## config.mk

```make
export PLATFORM = sky130hd
export DESIGN_NAME = stream_cipher_flat
export DESIGN_NICKNAME = d
export VERILOG_FILES = /design/src/rtl/stream_cipher_if.sv /design/src/rtl/stream_cipher.sv /design/src/flat_wrapper.sv
export SDC_FILE = /design/constraint.sdc
export NUM_CORES = 1
export LEC_CHECK = 0
export CELL_PAD_IN_SITES_DETAIL_PLACEMENT = 2
export CELL_PAD_IN_SITES_GLOBAL_PLACEMENT = 2
export CORE_MARGIN = 4
export CORE_UTILIZATION = 37
export CTS_CLUSTER_DIAMETER = 120
export DETAILED_ROUTE_END_ITERATION = 8
export PLACE_DENSITY = 0.79
export SLEW_MARGIN = 20
export SYNTH_ARGS = -nofsm -noshare
export SYNTH_HDL_FRONTEND = slang
export SYNTH_SLANG_ARGS = --single-unit
export TNS_END_PERCENT = 1
```

## constraint.sdc

```tcl
create_clock -name clk -period 3.4 [get_ports clk]
set_input_delay 1.02 -clock clk [delete_from_list [all_inputs] [get_ports clk]]
set_output_delay 1.02 -clock clk [all_outputs]
set_load 0.05 [all_outputs]
```

## src/rtl/stream_cipher_if.sv

```systemverilog
`default_nettype none
// ============================================================================
//  Module      : stream_cipher_if
//  Description : Pad-frame bus bundle for the byte-serial stream cipher.
//                ena    - clock enable
//                ui_in  - data byte (key byte or plaintext/ciphertext)
//                uio_in - [1:0] command, [2] status-pin disable
//                uo_out - registered cipher byte
//                uio_out- [7] valid, [6:3] byte count, [2:0] zero
//                uio_oe - output enables for the bidir pads
//  Revision    : 1.0 - initial release
// ============================================================================
interface stream_cipher_if;
    logic       ena;
    logic [7:0] ui_in;
    logic [7:0] uio_in;
    logic [7:0] uo_out;
    logic [7:0] uio_out;
    logic [7:0] uio_oe;

    modport master (
        output ena,
        output ui_in,
        output uio_in,
        input  uo_out,
        input  uio_out,
        input  uio_oe
    );

    modport slave (
        input  ena,
        input  ui_in,
        input  uio_in,
        output uo_out,
        output uio_out,
        output uio_oe
    );
endinterface
`default_nettype wire

```

## src/rtl/stream_cipher.sv

```systemverilog
`default_nettype none
// ============================================================================
//  Module      : stream_cipher
//  Description : Byte-serial symmetric stream cipher. A 32-bit key is shifted
//                in a byte at a time, RESEED copies it into a 32-bit Galois
//                LFSR, and each CRYPT XORs one input byte with one keystream
//                byte while advancing the LFSR eight steps.
//  Ports       : clk  - system clock, rising edge
//                rst  - asynchronous active-high reset
//                bus  - stream_cipher_if.slave (ena, ui_in, uio_in,
//                       uo_out, uio_out, uio_oe)
//  Revision    : 1.0 - initial release
// ============================================================================
module stream_cipher #(
    parameter logic [31:0] SEED = 32'h0000_0001,
    parameter logic [31:0] POLY = 32'h8020_0003
) (
    input  logic           clk,
    input  logic           rst,
    stream_cipher_if.slave bus
);

    localparam logic [1:0] c_cmd_idle   = 2'b00;
    localparam logic [1:0] c_cmd_load   = 2'b01;
    localparam logic [1:0] c_cmd_crypt  = 2'b10;
    localparam logic [1:0] c_cmd_reseed = 2'b11;

    logic [31:0] r_key;
    logic [31:0] r_state;
    logic [7:0]  r_uo;
    logic        r_valid;
    logic [3:0]  r_count;

    logic [1:0]  w_cmd;
    logic [7:0]  w_ks;
    logic [31:0] w_state_next;
    logic [31:0] w_reseed_val;

    // Eight Galois steps unrolled into one combinational cone so a CRYPT
    // consumes exactly one keystream byte per cycle.
    function automatic logic [31:0] lfsr_adv8(input logic [31:0] s);
        logic [31:0] v;
        v = s;
        for (int i = 0; i < 8; i++) begin
            v = v[0] ? ((v >> 1) ^ POLY) : (v >> 1);
        end
        return v;
    endfunction

    assign w_cmd        = bus.uio_in[1:0];
    // Keystream taken from the pre-advance state.
    assign w_ks         = r_state[7:0] ^ r_state[23:16];
    assign w_state_next = lfsr_adv8(r_state);
    // A zero key would lock the LFSR at zero, so it falls back to SEED.
    assign w_reseed_val = (r_key == 32'h0) ? SEED : r_key;

    always_ff @(posedge clk or posedge rst) begin
        if (rst) begin
            r_key   <= 32'h0;
            r_state <= SEED;
            r_uo    <= 8'h00;
            r_valid <= 1'b0;
            r_count <= 4'h0;
        end else if (bus.ena) begin
            case (w_cmd)
                c_cmd_idle: begin
                    r_valid <= 1'b0;
                end
                c_cmd_load: begin
                    r_key   <= {r_key[23:0], bus.ui_in};
                    r_valid <= 1'b0;
                end
                c_cmd_crypt: begin
                    r_uo    <= bus.ui_in ^ w_ks;
                    r_state <= w_state_next;
                    r_valid <= 1'b1;
                    r_count <= r_count + 4'h1;
                end
                c_cmd_reseed: begin
                    r_state <= w_reseed_val;
                    r_count <= 4'h0;
                    r_valid <= 1'b0;
                end
                default: begin
                    r_valid <= 1'b0;
                end
            endcase
        end
    end

    assign bus.uo_out  = r_uo;
    // Status value is presented regardless of the pad enables; all fields
    // are registers cleared by reset, so the bus reads zero during reset.
    assign bus.uio_out = {r_valid, r_count, 3'b000};
    // Pads [2:0] are inputs; status pins [7:3] drive only when not disabled.
    assign bus.uio_oe  = {{5{~bus.uio_in[2]}}, 3'b000};

    // Upper uio_in bits have no input function.
    logic w_unused_uio_in;
    assign w_unused_uio_in = &{1'b0, bus.uio_in[7:3]};

endmodule
`default_nettype wire

```

## src/flat_wrapper.sv

```systemverilog
// flat-port wrapper written by rule: the top's interface ports become plain ports
module stream_cipher_flat 
#(
    parameter logic [31:0] SEED = 32'h0000_0001,
    parameter logic [31:0] POLY = 32'h8020_0003
)
  (clk, rst, bus_ena, bus_ui_in, bus_uio_in, bus_uo_out, bus_uio_out, bus_uio_oe);
  stream_cipher_if bus_i ();
  input  logic clk;
  input  logic rst;
  input wire logic [$bits(bus_i.ena)-1:0] bus_ena;
  input wire logic [$bits(bus_i.ui_in)-1:0] bus_ui_in;
  input wire logic [$bits(bus_i.uio_in)-1:0] bus_uio_in;
  output wire logic [$bits(bus_i.uo_out)-1:0] bus_uo_out;
  output wire logic [$bits(bus_i.uio_out)-1:0] bus_uio_out;
  output wire logic [$bits(bus_i.uio_oe)-1:0] bus_uio_oe;
  assign bus_i.ena = bus_ena;
  assign bus_i.ui_in = bus_ui_in;
  assign bus_i.uio_in = bus_uio_in;
  assign bus_uo_out = bus_i.uo_out;
  assign bus_uio_out = bus_i.uio_out;
  assign bus_uio_oe = bus_i.uio_oe;
  stream_cipher #(.SEED(SEED), .POLY(POLY)) u_core (.clk(clk), .rst(rst), .bus(bus_i));
endmodule
```

# After elaboration in Yosys (flattened, before gate mapping)
# Index checks and enable logic that the tools add are counted.
totals:
  regBits: 77
  latch_bits: 0
  memories: 0
  wordCells: 39
  mem_bits_rw: 0
  inputBits: 19
  mem_bits_ro: 0
classes:
  magnitude_cmp: 0
  reduce_logical: 7
  div_mod_pow: 0
  muxes: 12
  addsub: 1
  eq_ne: 3
  shift: 0
  n_bitwise: 11
  n_mul: 0
ops:
  columns: ["op", "n"]
  rows:
  - ["$mux 32", 9]
  - ["$pmux 32 s2", 1]
  - ["$logic_not 32->1", 1]
  - ["$not 3->4", 8]
  - ["$xor 8x8->8", 2]
  - ["$pmux 4 s2", 1]
  - ["$reduce_and 2->1", 3]
  - ["$add 4x1->4 const B", 1]
  - ["$eq 2x2->1 const B", 2]
  - ["$reduce_or 3->1", 1]
  - ["$eq 2x1->1 const B", 1]
  - ["$logic_not 2->1", 1]
  - ["$pmux 1 s2", 1]
  - ["$reduce_bool 2->1", 1]
  - ["$not 1->1", 1]

# Longest topological paths before layout
# Gate-level depths: netlist of run 1.
depth:
  ltp_word: 17
  mapped_depth: 7
  depth_no_buf: 5

# Worst setup path before layout of run 1
# No wires, ideal clock.
synth_timing:
  path_type: "input to output"
  from: "input bus_uio_in[2]"
  to: "output bus_uio_oe[4]"
  t_required_ns: 2.380
  setup_slack_ns: 0.716
  cell_stages: 2
  t_arrival_ns: 1.664
  n_path_buf: 1
  cell_sequence: "inv_1 > buf_4"
synth_via:
  elab_chain_cells: 1
synth_lines:
  columns: ["item", "line_no", "rtl"]
  rows:
  - ["start, declared", "flat_wrapper.sv:13", "input wire logic [$bits(bus_i.uio_in)-1:0] bus_uio_in;"]
  - ["$not 1->1", "stream_cipher.sv:96", "assign bus.uio_oe = {{5{~bus.uio_in[2]}}, 3'b000};"]
  - ["end, declared", "flat_wrapper.sv:16", "output wire logic [$bits(bus_i.uio_oe)-1:0] bus_uio_oe;"]
# No other way between the ends.

# Worst setup path in the final report of run 1
# Same ends and word-level chain as after synthesis.

==> results.txt, run 1 <==
The run finished with clean final reports. The worst setup path is of the in2out kind. The total grt overflow came out at 0. The total count of max-transition violations in the final report is 0. The critical-path maximum fanout came out at 5. The total area inside the core boundary comes to 9730 um2.

The post-synthesis cell area is ~3700 um2. Leaving out fill and tap cells, the most frequent cell in the layout is sky130_fd_sc_hd__dfrtp_1. On the worst path, the slowest cell contributes a delay of 0.40 ns. The final setup TNS came out at 0 ns. Traced cell by cell, the critical path runs through clkdlybuf4s50_1, inv_1, buf_12.

The final standard cell count with taps included and fillers excluded is ~500. After synthesis, the mean cell area works out to between 10 and 15 um2. The cell count after synthesis came out at approximately 340. The number of top-level design ports came out at 43. The internal portion of total power is approximately 0.0023 W. The initial antenna violation count is 0.

After detailed routing, the number of remaining DRC violations is 0. The relative contribution of sequential cells to total power is a little over two fifths. The number of setup violations in the final report is 0. The number of warnings issued by yosys is 0.

The number of cell rows is 36. The library cells used most frequently in the layout, excluding fill and tap cells, are sky130_fd_sc_hd__dfrtp_1, sky130_fd_sc_hd__o21ai_0, sky130_fd_sc_hd__nand2_1, sky130_fd_sc_hd__mux2_2, sky130_fd_sc_hd__clkdlybuf4s50_1. The critical path capture point type is an output port.

The chip height is roughly 110 um. The fraction of layout instances using a drive strength above 1 came out at between 10% and 20%. Relative to the synthesized area, the layout overhead comes to 17.9%. The final estimated routing congestion in global placement is approximately 0.76. The total half-perimeter wirelength after legalization and detailed placement is between 6000 and 7000 um. Derived from the worst setup path, the maximum achievable clock frequency is 338 MHz. Dividing the detail-routed wire length by the instance count gives between 15 and 20 um. After clock tree synthesis, the clock-pin slew on the worst setup and hold paths is about 0.07 ns. The path class of the tightest hold or removal check is reg2reg. The power density over the cells came out at 891 nW/um2. Once routing completed, OpenROAD measured the worst setup slack at roughly 0.44 ns.

CTS saw just under 80 sinks. In this run the power spent charging and discharging nets is around 0.0016 W. The floorplan die width came out at ~110 um. Across the run, the number of max-cap violations was 0. The number of hold-repair buffers added at the cts stage came out at 0.

The clock network power share is 18.2%. Sequential elements use 52.3% of the synthesized area. After clock tree synthesis, the setup repair step added 0 buffers.

The minimum hold slack is roughly 0.48 ns. The number of global-route vias before repair came out at approximately 2900. The starting density of the core is between 30% and 40%. The first global-routing pass estimated ~16000 um of wire. The total CTS buffers is 9.

The per-cell via count in the routed design is slightly above 5. The clock latency on the worst-skew pair came out at around 0.36 ns. After detailed placement, the design holds a cell count of 482. The wire length after detailed routing is just under 10000 um.

The minimum setup slack among reg-to-reg paths is ~1.1 ns. The element type at the critical path start is an input port. The total iterations of the first detailed-routing run is 4.

The floorplan step defined a die boundary enclosing about 12000 um2. The switching portion of total power is 40.6%. Setup repair after global routing left no endpoint under its margin. The clock period could shrink to 2.96 ns.

The number of DRC markers in iteration 0 came out at 63. The net count of the finished layout is between 300 and 400. The maximum clock path buffer count came out at 2. TritonCTS built the clock tree.

The number of buffers added on ports came out at 31. The repair_antennas step left the layout with diodes totalling 0. The cell with the largest stage delay on the worst path is sky130_fd_sc_hd__clkdlybuf4s50_1. The required time at the worst-slack endpoint is approximately 2.4 ns. For the worst setup path, the data arrival time is 1.94 ns. CTS built an H-tree with a depth of 3. The worst-case setup slack after placement came out at about 0.44 ns.

Measured against its own limit, the worst slew margin works out to between 50% and 60%. The routed layout has about 2500 vias. The distinct cell type count of the synthesized netlist came out at 33. The final clock skew is roughly 0.012 ns. The final antenna-violating net count came out at 0. The maximum number of pins on one net before global-route repair came out at between 40 and 50.

The cell leakage power came out at 1.95 nW. The number of instances resized during post-cts repair is 0. The actual slew at the worst max-slew pin came out at roughly 0.60 ns. The buffer type at the clock tree root is sky130_fd_sc_hd__clkbuf_8. After synthesis the netlist holds a flip-flop and latch count of slightly below 80. The final critical-path share of the clock period is between 80% and 90%. The final hold violation count came out at 0. For this run, the total global-route usage over all layers was measured as a little under a fifth. The worst-case IR drop observed on VDD is between 0.3 and 0.4 mV. The combinational fraction of design power is around 40%.
[through the flow]
step                total power (W)  util [%]  area, um2
detailed placement          0.00319      42.6       4150
finish                      0.00387      44.7       4350
global placement            0.00306      42.6       4150
floorplan                   0.00264         -       3700
CTS                         0.00393      44.7       4350
global route                0.00415      44.7       4350
[layout make-up]
type                       count  area, um2
clock buffer                  10        138
fill                        1013       5380
tap                          133        166
sequential                    77       1930
timing repair buffer          39        433
multi-input combinational    228       1600
inverter                       5       20.0
clock inverter                 6       62.6
[state kept, by name, summed over array words and instances, names as in the netlist]
signal / flops
u_core.bus.uo_out: 8
u_core.r_count: 4
u_core.r_key: 32
u_core.r_state: 32
u_core.r_valid: 1
[cell families after synthesis]
kind of cell | after synthesis | synth area share (%)
flops | 77 | 52.3
simple gates | 74 | 8.83
compound gates | 57 | 8.18
mux | 54 | 15.8
xor+xnor | 36 | 9.57
buf+inv | 35 | 4.92
fa+ha+maj | 1 | 0.339
other cells | 1 | 0.102
[cells in the mapped netlist (all sizes together)]
| cell type | count | area (um2) |
|---|---|---|
| dfrtp | 76 | 1900 |
| nand2 | 47 | 176 |
| o21ai | 47 | 235 |
| mux2 | 32 | 360 |
| mux2i | 22 | 220 |
| xnor2 | 20 | 183 |
| buf | 15 | 106 |
| clkbuf | 15 | 56.3 |
| xor2 | 14 | 123 |
| nor4 | 8 | 50.1 |
| nor2 | 7 | 26.3 |
| inv | 5 | 18.8 |
| a21oi | 4 | 20.0 |
| a22o | 3 | 26.3 |
| a31oi | 2 | 12.5 |
| and3 | 2 | 12.5 |
| nand3 | 2 | 10.0 |
| nand4 | 2 | 12.5 |
| or3 | 2 | 12.5 |
| and2 | 1 | 6.26 |
| conb | 1 | 3.75 |
| dfstp | 1 | 26.3 |
| ha | 1 | 12.5 |
| nand2b | 1 | 6.26 |
| nand3b | 1 | 7.51 |
| nor3 | 1 | 5.00 |
| o31ai | 1 | 7.51 |
| xnor3 | 1 | 22.5 |
| xor3 | 1 | 25.0 |
[layer usage]
metal  vias up  GRT usage, %  part of all wire [%]
li1       1174             -                     -
met5         -             0                     0
met4         0          4.06                   1.0
met2        38          31.8                    51
met1      1307          23.4                    44
met3        11          4.32                   3.5
[power by group through the flow]
stage          clock network [W]  logic, W  registers (W)
3_5_place_dp                   0   0.00155        0.00164
3_3_place_gp                   0   0.00146        0.00161
2_1_floorplan                  0  0.000979        0.00166
5_1_grt                 0.000776   0.00170        0.00167
6_report                0.000704   0.00154        0.00162
4_1_cts                 0.000730   0.00157        0.00163
[critical path: cells and delay by family]
| family | cells | cell delay [ns] |
|---|---|---|
| buffers and inverters | 3 | 0.91 |
[worst paths after layout]
| check | from | end | cells past startpoint |
|---|---|---|---|
| worst min register to register | u_core.r_state[13] | u_core.r_state[13] | 2 |
| worst min-delay path | u_core.r_state[13] | u_core.r_state[13] | 2 |
| max in group asynchronous | rst | u_core.r_state[0] | 3 |
| worst max register to register | u_core.r_state[0] | u_core.r_state[1] | 5 |
| min in group asynchronous | rst | u_core.r_count[2] | 2 |
| worst max-delay path | bus_uio_in[2] | bus_uio_oe[4] | 3 |
(Power assumes the default switching activity.)
==> run 2: changes to the inputs <==
==> constraint.sdc (replaced) <==
create_clock -name clk -period 3.4 [get_ports clk]
set_input_delay 0.85 -clock clk [delete_from_list [all_inputs] [get_ports clk]]
set_output_delay 0.85 -clock clk [all_outputs]
set_load 0.05 [all_outputs]
==> results.txt, run 2 (synthesis results as in run 1) <==
The die area is 11600 um2 (unchanged). The per-cell via count in the routed design is 5.13 (was 5.08). The summed area of non-filler cells in the final layout is 4350 um2 (about the same).

The total iterations of the first detailed-routing run came out at 4 (unchanged). The total count of max-transition violations in the final report is 0 (unchanged). The floorplan core area came to 9730 um2 (unchanged).

The fraction of layout instances using a drive strength above 1 is 17.4% (was 18.1%). The max capacitance violation total came out at 0 (unchanged). The final design utilization is 44.7% (about the same).

The worst slew margin relative to its limit is 57.4% (was 59.9%). The path type of the worst min-delay path is reg2reg (unchanged). The power density over the cells was 922 nW/um2 (was 891 nW/um2). The final estimated routing congestion in global placement is 0.770 (was 0.764).

The number of top-level design ports is 43 (unchanged). The final clock skew came out at 0.0205 ns (was 0.0115 ns). The area occupied by registers came to 1930 um2 (unchanged).

The final antenna-violating net count came out at 0 (unchanged). The minimum setup slack among reg-to-reg paths is 1.12 ns (was 1.14 ns). The wire length after detailed routing is 9970 um (was 9870 um). The cell leakage power is 1.95 nW (about the same).

The area growth from synthesis to layout came to 18.0% (was 17.9%). The filler cell count in the final layout is 1027 (was 1013). The total half-perimeter wirelength after legalization and detailed placement came to 6970 um (was 6920 um).

The number of hold-repair buffers added at the cts stage came out at 0 (unchanged). The starting density of the core came out at 37.9% (unchanged). Most used cells in the layout excluding fill and tap cells: sky130_fd_sc_hd__dfrtp_1, sky130_fd_sc_hd__o21ai_0, sky130_fd_sc_hd__nand2_1, sky130_fd_sc_hd__mux2_2, sky130_fd_sc_hd__clkdlybuf4s50_1 (unchanged).

The final critical-path share of the clock period came out at 89.5% (was 87.1%). The critical path capture point type was an output port (unchanged). The number of antenna diodes came out at 0 (unchanged). The total grt overflow is 0 (unchanged).

The number of global-route vias before repair is 2859 (was 2850). The number of instances resized during post-cts repair came out at 0 (unchanged). The CTS tree is done (unchanged).

The critical-path maximum fanout is 5 (unchanged). The maximum clock path buffer count came out at 2 (unchanged). The total routing resource utilization after global routing is 18.3% (was 18.4%).

The multi-input combinational cell area came out at 1600 um2 (unchanged). The standard cell area after detailed placement came out at 4110 um2 (was 4150 um2). The clock-pin slew on the worst setup and hold paths was 0.09 ns (was 0.07 ns).

The TritonCTS sink count came out at 77 (unchanged). The initial antenna violation count is 0 (unchanged). The number of cell rows is 36 (unchanged).

The total CTS buffers is 9 (unchanged). The buffer type at the clock tree root was sky130_fd_sc_hd__clkbuf_8 (unchanged). The kind of critical path is in2out (unchanged).

The chip height came out at 108 um (unchanged). The final hold violation count came to 0 (unchanged). The number of DRC markers in iteration 0 came out at 80 (was 63).

The actual slew at the worst max-slew pin came out at 0.638 ns (was 0.601 ns). The H-tree depth is 3 (unchanged). The clock latency on the worst-skew pair came out at 0.36 ns (about the same). The final setup TNS came out at 0 ns (unchanged). The net count of the finished layout came out at 383 (was 380). The count of buffers added by post-CTS timing repair for setup came out at 0 (unchanged). The element type at the critical path start is an input port (unchanged). The required time at the worst-slack endpoint came to 2.55 ns (was 2.38 ns). The most common cell after layout, fill and taps aside is sky130_fd_sc_hd__dfrtp_1 (unchanged). The highest clock frequency the design can meet came out at 329 MHz (was 338 MHz). The floorplan die width is 108 um (unchanged). The endpoint arrival time on the critical path is 2.19 ns (was 1.94 ns). The final routed wire length divided by cell count came to 19.9 um (was 19.8 um). The minimum clock period after layout is 3.04 ns (was 2.96 ns). The number of vias in the routed layout is 2571 (was 2530). The maximum number of pins on one net before global-route repair is 35 (was 48). Run status: complete, no violations (unchanged). Unrepaired setup endpoints after global routing: no (unchanged). The wire length of the first global-routing pass came out at 16100 um (was 16200 um). The number of setup violations in the final report came out at 0 (unchanged). The DRC violations left is 0 (unchanged). The number of buffers added on ports is 31 (unchanged). The largest voltage drop on the vdd net is 0.359 mV (was 0.329 mV).
[run 2: cell types whose count changed in the layout (fill, tap and decap cells not counted), sizes merged]
cell and change:
clkbuf -1, clkinvlp +1, inv +2, bufinv +2
buf -2, clkdlybuf4s50 +5, clkinv -4
[run 2: layout make-up]
cell class | instances | area share (%)
clock buffer | 9 | 2.85
inverter | 5 | 0.460
timing repair buffer | 42 | 9.03
sequential | 77 | 44.3
tap | 133 | 3.83
clock inverter | 7 | 2.76
multi-input combinational | 228 | 36.7
[run 2: critical path, stage by stage]
cell and delay (ns):
sky130_fd_sc_hd__clkdlybuf4s50_1 0.40, sky130_fd_sc_hd__inv_1 0.12, sky130_fd_sc_hd__clkdlybuf4s50_1 0.82
[run 2: per-layer routing]
metal  global-route usage (%)  part of all wire, %
met3                     3.48                  3.2
met4                     5.68                  1.7
met1                     23.9                   45
met5                        0                    0
met2                     30.8                   50
[run 2: final timing paths]
kind | depth (start not counted) | startpoint | end
worst max-delay path | 3 | bus_uio_in[2] | bus_uio_oe[3]
worst min-delay path | 1 | u_core.r_count[3] | u_core.r_count[3]
worst max register to register | 5 | u_core.r_state[0] | u_core.r_state[1]
worst min register to register | 1 | u_core.r_count[3] | u_core.r_count[3]
max in group asynchronous | 3 | rst | u_core.r_state[0]
min in group asynchronous | 2 | rst | u_core.r_count[2]
[run 2: report_power, final]
part	switching [W]	internal, W	total (W)	leakage [nW]
Sequential	0.000360	0.00126	0.00162	0.954
Combinational	0.000856	0.000681	0.00154	0.874
Clock	0.000367	0.000492	0.000859	0.120
[run 2: metrics by stage]
stage               instances  power, W  hold WS (ns)  setup WS (ns)
floorplan                 340   0.00264         0.449          0.585
global placement          485   0.00306         0.461          0.382
detailed placement        485   0.00316         0.481          0.346
CTS                       501   0.00406         0.499          0.344
global route              501   0.00427         0.522          0.304
finish                    501   0.00401         0.489          0.356
